==> config.mk <==
export PLATFORM = sky130hd
export DESIGN_NAME = rr_lock_arbiter
export DESIGN_NICKNAME = d
export VERILOG_FILES = /design/src/rtl/rr_lock_arbiter.sv
export SDC_FILE = /design/constraint.sdc
export NUM_CORES = 1
export LEC_CHECK = 0
export BUFFER_PORTS_ARGS = -buffer_cell sky130_fd_sc_hd__buf_2
export CAP_MARGIN = 25
export CELL_PAD_IN_SITES_DETAIL_PLACEMENT = 1
export CELL_PAD_IN_SITES_GLOBAL_PLACEMENT = 1
export CORE_UTILIZATION = 33
export CTS_CLUSTER_SIZE = 12
export DETAILED_ROUTE_END_ITERATION = 6
export PLACE_DENSITY = 0.82
export SLEW_MARGIN = 20
export SYNTH_ARGS = -nofsm -noshare
export SYNTH_HDL_FRONTEND = slang
export SYNTH_SLANG_ARGS = --single-unit
==> constraint.sdc <==
create_clock -name clk -period 2 [get_ports clk]
set_input_delay 0.4 -clock clk [delete_from_list [all_inputs] [get_ports clk]]
set_output_delay 0.4 -clock clk [all_outputs]
set_load 0.01 [all_outputs]
==> src/rtl/rr_lock_arbiter.sv <==
// Round-robin arbiter with a valid/ready grant handshake. An optional lock
// keeps a stalled grant in place while its request stays asserted.
module rr_lock_arbiter #(
  parameter int NUM_REQS    = 4,
  parameter bit LOCK_ENABLE = 1'b1,
  parameter int LN          = (NUM_REQS > 1) ? $clog2(NUM_REQS) : 1
) (
  input  logic                clk,
  input  logic                reset,
  input  logic [NUM_REQS-1:0] requests,
  output logic                grant_valid,
  output logic [NUM_REQS-1:0] grant_onehot,
  output logic [LN-1:0]       grant_index,
  input  logic                grant_ready
);

  logic [LN-1:0] last_idx_r;
  logic          lock_valid_r;
  logic [LN-1:0] lock_idx_r;

  logic [LN-1:0] rr_idx;
  logic          rr_found;
  logic          lock_req;
  logic [LN-1:0] sel_idx;
  logic          any_req;

  // Two passes give the wrapped priority order: first the indices above
  // last_idx_r, then from 0 upward. Constant loop indices keep every select in range.
  // NOTE: every always_comb output gets a default first, so no path can leave
  // a variable unassigned and infer a latch.
  always_comb begin
    rr_idx   = '0;
    rr_found = 1'b0;
    for (int i = 0; i < NUM_REQS; i++) begin
      if (!rr_found && requests[i] && (LN'(i) > last_idx_r)) begin
        rr_found = 1'b1;
        rr_idx   = LN'(i);
      end
    end
    for (int i = 0; i < NUM_REQS; i++) begin
      if (!rr_found && requests[i]) begin
        rr_found = 1'b1;
        rr_idx   = LN'(i);
      end
    end
  end

  always_comb begin
    lock_req = 1'b0;
    for (int i = 0; i < NUM_REQS; i++) begin
      if (requests[i] && (LN'(i) == lock_idx_r)) begin
        lock_req = 1'b1;
      end
    end
  end

  // The lock only overrides while the locked requester is still asking.
  always_comb begin
    sel_idx = rr_idx;
    if (LOCK_ENABLE && lock_valid_r && lock_req) begin
      sel_idx = lock_idx_r;
    end
  end

  assign any_req     = |requests;
  assign grant_valid = any_req && !reset;
  assign grant_index = grant_valid ? sel_idx : '0;

  always_comb begin
    grant_onehot = '0;
    for (int i = 0; i < NUM_REQS; i++) begin
      grant_onehot[i] = grant_valid && (sel_idx == LN'(i));
    end
  end

  // NOTE: state registers use non-blocking assignments so every update sees
  // the pre-edge values of the others.
  always_ff @(posedge clk) begin
    if (reset) begin
      last_idx_r   <= LN'(NUM_REQS - 1);
      lock_valid_r <= 1'b0;
      lock_idx_r   <= '0;
    end else if (grant_valid) begin
      if (grant_ready) begin
        last_idx_r   <= grant_index;
        lock_valid_r <= 1'b0;
      end else begin
        lock_valid_r <= LOCK_ENABLE;
        lock_idx_r   <= grant_index;
      end
    end else begin
      lock_valid_r <= 1'b0;
    end
  end

endmodule
---- Word level (Yosys, flattened, before mapping) ----
Index checks and enable logic that the tools add are counted.
word-level totals
  input bits .............................. 7
  register bits ........................... 5
cells by class
  bitwise operators ....................... 2
  reduce and logical (&&, ||, !) cells .... 35
  mux-type cells .......................... 21
  equality and inequality tests ........... 6
  order comparisons ....................... 4
operator list
  kind                                                  count
  logical AND 1 bit                                     21
  2-to-1 mux 2 bit                                      8
  2-to-1 mux 1 bit                                      13
  zero test 1 bit                                       8
  equality test 2 bit (first input constant)            2
  equality test 2 bit (second input constant)           2
  > comparator 1 x 2 -> 1 bit (first input constant)    2
  > comparator 2 bit (first input constant)             2
  zero test 2 bit                                       2
  AND reduction 2 bit                                   2
  OR reduction 4 bit                                    1
  equality test 1 x 2 -> 1 bit (first input constant)   1
  equality test 2 x 1 -> 1 bit (second input constant)  1
  NOT 1 bit                                             2
  OR reduction 2 bit                                    1

---- Depth between registers and ports, before layout ----
  depth after elaboration ................. 30
  gate-level depth with buffers ........... 6
  depth with buffers taken out ............ 6

---- Worst setup path after synthesis ----
No wires, ideal clock.
  path kind ............................... input -> output
  start ................................... input requests[3]
  end ..................................... output grant_onehot[2]
  setup slack ............................. 251 ps
  arrival ................................. 1349 ps
  stages .................................. 5
  buffers on the path ..................... 0
  data required time ...................... 1600 ps
  cells stage by stage .................... nand2b_1 -> o21ai_1 -> a211o_1 -> or3_1 -> a21oi_2
on the way
  word-level cells in the longest chain between the ends .. 18
  elaborated cells on any way between the ends .. 27
  those cells by class .................... 1 x eq/ne; 11 x mux; 15 x reduce/logical
ends and longest elaborated chain
  item                             RTL line  RTL
  start: declaration               10        input logic [NUM_REQS-1:0] requests,
  logical AND 1 bit (2 in series)  35        if (!rr_found && requests[i] && (LN'(i) > last_idx_r)) begin
  2-to-1 mux 1 bit                 35
  zero test 1 bit                  41        if (!rr_found && requests[i]) begin
  logical AND 1 bit                41
  2-to-1 mux 1 bit                 41
  zero test 1 bit                  41
  logical AND 1 bit                41
  2-to-1 mux 1 bit                 41
  zero test 1 bit                  41
  logical AND 1 bit                41
  2-to-1 mux 1 bit                 41
  zero test 1 bit                  41
  logical AND 1 bit                41
  2-to-1 mux 2 bit                 41
  2-to-1 mux 2 bit                 60        if (LOCK_ENABLE && lock_valid_r && lock_req) begin
  equality test 2 bit              72        grant_onehot[i] = grant_valid && (sel_idx == LN'(i));
  logical AND 1 bit (*)            72
  end: declaration                 12        output logic [NUM_REQS-1:0] grant_onehot,
Mark *: on every way between the ends. The rest lies on a longest branch, timed or not.

---- Final worst setup path ----
  start ................................... register lock_idx_r[0]
  end ..................................... output grant_index[0]
on the way
  word-level cells in the longest chain between the ends .. 9
  elaborated cells on any way between the ends .. 15
  those cells by class .................... 3 x eq/ne; 6 x mux; 6 x reduce/logical
ends and longest elaborated chain
  item                            RTL line  RTL
  start: declaration              19        logic [LN-1:0] lock_idx_r;
  start signal: assignment        89        lock_idx_r <= grant_index;
  zero test 2 bit                 51        if (requests[i] && (LN'(i) == lock_idx_r)) begin
  logical AND 1 bit               51
  2-to-1 mux 1 bit (4 in series)  51
  logical AND 1 bit               60
  2-to-1 mux 2 bit (*)            60
  2-to-1 mux 2 bit (*)            67        assign grant_index = grant_valid ? sel_idx : '0;
  end: declaration                13        output logic [LN-1:0] grant_index,
Marked as above.

==> flow_summary.json <==
{
  "grt_pass1_vias": 502,
  "grt-ovfl-total": 0,
  "ys_seq_area_frac": 0.230,
  "diodes": 0,
  "cts.path.max_buffers": 2,
  "crit_chain": "mux2i_2 -> nor2_2 -> and2b_1 -> mux2i_2 -> nor2_1 -> buf_2",
  "die_y_um": 38.3,
  "vias": 511,
  "fin_ws_ns": -0.0642,
  "synth_top_family_by_area": "simple AND/OR/NAND/NOR gates",
  "critical_path.slowest_cell": "dfxtp_4",
  "cp.required_ns": 1.60,
  "powerDensity_nw_per_um2": 653,
  "cts_tree": "built",
  "numCtsBuffers": 3,
  "grt_pass1_wl_um": 2250,
  "regArea_um2": 106,
  "critPathMaxStageDelay_ns": 0.37,
  "path_buf_inv": 1,
  "cp_data_arrival_time_ns": 1.66,
  "stdcell_count": 95,
  "clock_skew_ns": 0.00344,
  "drc_errors": 0,
  "yosys.area_share.simple": 0.368,
  "clk-insertion-delay-late_ns": 0.24,
  "synth_top_cell_by_area": "dfxtp_1",
  "synth_warnings": 0,
  "crit_top_cell": "mux2i_2",
  "fin_crit_ns": 2.06,
  "die_x_um": 38.3,
  "p_leak_nw": 0.313,
  "ys_seq_elements": 5,
  "maxCapViolCount": 0,
  "num_rows": 12,
  "ir_worst_vdd_uv": 408,
  "holdBufCountCts": 0,
  "antenna_found_initial": 0,
  "fill_cells": 155,
  "core_area_um2": 1170,
  "synthMuxAreaShare": 0.126,
  "synth.net_count": 64,
  "fin_nets": 89,
  "yosysUniqueCellTypes": 26,
  "clkTransAtPathRegs_ns": 0.04,
  "gp_congestion": 0.782,
  "gr-usage-all-layers": 0.245,
  "violations": "negative setup slack",
  "cts.sinks": 5,
  "pre_cts_ws_ns": -0.0767,
  "drt-initial-drc-count": 4,
  "synthAdderAreaFrac": 0,
  "setup_violations": 3,
  "wl_um": 1550,
  "end_kind": "output port",
  "synth_compound_area_frac": 0.233,
  "syn-cell-area_um2": 435,
  "syn_area_per_cell_um2": 7.64,
  "dieArea_um2": 1470,
  "layout-drive-gt1-share": 0.531,
  "io_pins": 14,
  "post-place-cells": 87,
  "worstMarginPinSlew_ns": 0.324,
  "hold_violations": 0,
  "multi_input_area_um2": 377,
  "fin_crit_sh": 1.03,
  "dr.pass1.iters": 2,
  "critPathKind": "flip-flop to output port",
  "ctsHtreeMaxLevel": 1,
  "synthCells": 57,
  "initial_core_util": 0.372,
  "slew_headroom": 0.784,
  "area_growth_syn_to_layout_pct": 51.4,
  "hold_path_class": "input pin to flip-flop",
  "power.total_mw": 0.431,
  "cts_root_buf": "clkbuf_4",
  "grt_max_degree": 7,
  "numPortBuffers": 13,
  "grt_setup_unrepaired": "true",
  "vias_per_cell": 5.38,
  "synth.area.top_cells": "dfxtp_1 23%, mux2i_1 9.2%, nand2b_1 8.6%",
  "startpoint_type": "flip-flop",
  "fin_util": 0.563,
  "cp_max_fo": 5,
  "drv_slew": 0,
  "cp_top_family": "multiplexers",
  "place_hpwl_um": 1050,
  "fmax_ghz": 0.484,
  "netlist.area_leader.share": 0.230,
  "ant_nets": 0,
  "outcome": "finished, violations left",
  "synth_xor_area_frac": 0,
  "wire_per_inst_um": 16.3
}
[logic make-up after synthesis]
logic type,count (synthesis)
buffers and inverters,3
DFF,5
muxes,5
AOI/OAI and AO/OA,16
and+or+nand+nor,28
[worst register-to-register path: stages, from the launching register on]
cell and delay, ns:
dfxtp_4 0.37, mux2i_2 0.24, nor2_2 0.10, and2b_1 0.25
mux2i_2 0.26, buf_4 0.15, buf_4 0.10, o21ai_1 0.05
[path summary, 6_finish.rpt]
path / from / endpoint / slack (ns) / cells past startpoint
worst max-delay path: lock_idx_r[0] / grant_index[0] / -0.06 / 6
worst min-delay path: grant_ready / lock_valid_r / 0.37 / 2
worst max register to register: lock_idx_r[0] / last_idx_r[0] / 0.35 / 7
worst min register to register: last_idx_r[0] / last_idx_r[0] / 0.51 / 2
[layer usage]
| metal | track usage | part of all wire |
|---|---|---|
| met1 | 0.254 | 0.41 |
| met2 | 0.436 | 0.55 |
| met3 | 0.0349 | 0.017 |
| met4 | 0.188 | 0.023 |
| met5 | 0 | 0 |
[flip-flops by register name, indices dropped and copies added (netlist names)]
signal / flops
lock_idx_r: 2
lock_valid_r: 1
last_idx_r: 2
[area by class of cell]
type	count	area share
Clock buffer	4	0.0398
Sequential cell	5	0.161
Timing Repair Buffer	21	0.190
Inverter	2	0.0114
Multi-Input combinational cell	49	0.571
Tap cell	14	0.0266
[what timing repair did]
action | CTS | global route
buffers inserted | 3 | 1
endpoints found under the setup margin | 6 | 5
pin swaps | 5 | 2
resized for setup | 8 | 7
[cell usage after synthesis, drive strengths merged]
cell and instances:
mux2 1, a31oi 1, o22a 1, nor2 8
nand3b 1, o211ai 1, nand2 6, nand2b 6
a211oi 1, a211o 1, nand3 1, inv 2
dfxtp 5, o21ai 5, nand4b 1, and2b 1
a21o 1, a21oi 5, or3 3, mux2i 4
buf 1, nor3 1
[per-stage QoR]
stage	hold slack (ns)	setup TNS, ns	instance area [um^2]
2_1_floorplan	0.465	0	435
3_5_place_dp	0.505	-0.113	537
3_3_place_gp	0.489	0	537
6_report	0.374	-0.160	659
4_1_cts	0.364	-0.107	614
5_1_grt	0.396	-0.403	659
[where the power goes]
group | internal [mW] | leakage, nW | total, mW | switching [mW]
Sequential | 0.113 | 0.0420 | 0.128 | 0.0154
Combinational | 0.0942 | 0.256 | 0.187 | 0.0927
Clock | 0.0754 | 0.0150 | 0.116 | 0.0406
Total | 0.282 | 0.313 | 0.431 | 0.149
[cells in the final DEF (no fill, tap or decap), types with 2 or more instances in the layout]
cell	netlist	routed
o21ai_0	2	2
buf_2	0	13
a21oi_1	4	3
nor2_2	2	2
dfxtp_2	0	2
nand2_1	6	6
mux2i_2	0	2
nor2_1	6	6
buf_4	0	8
mux2i_1	4	2
dfxtp_1	5	2
o21ai_1	3	2
clkbuf_4	0	3
or3_1	3	2
nand2b_4	0	2
nand2b_1	6	4
Note: power is estimated with default switching activity, not from simulation.
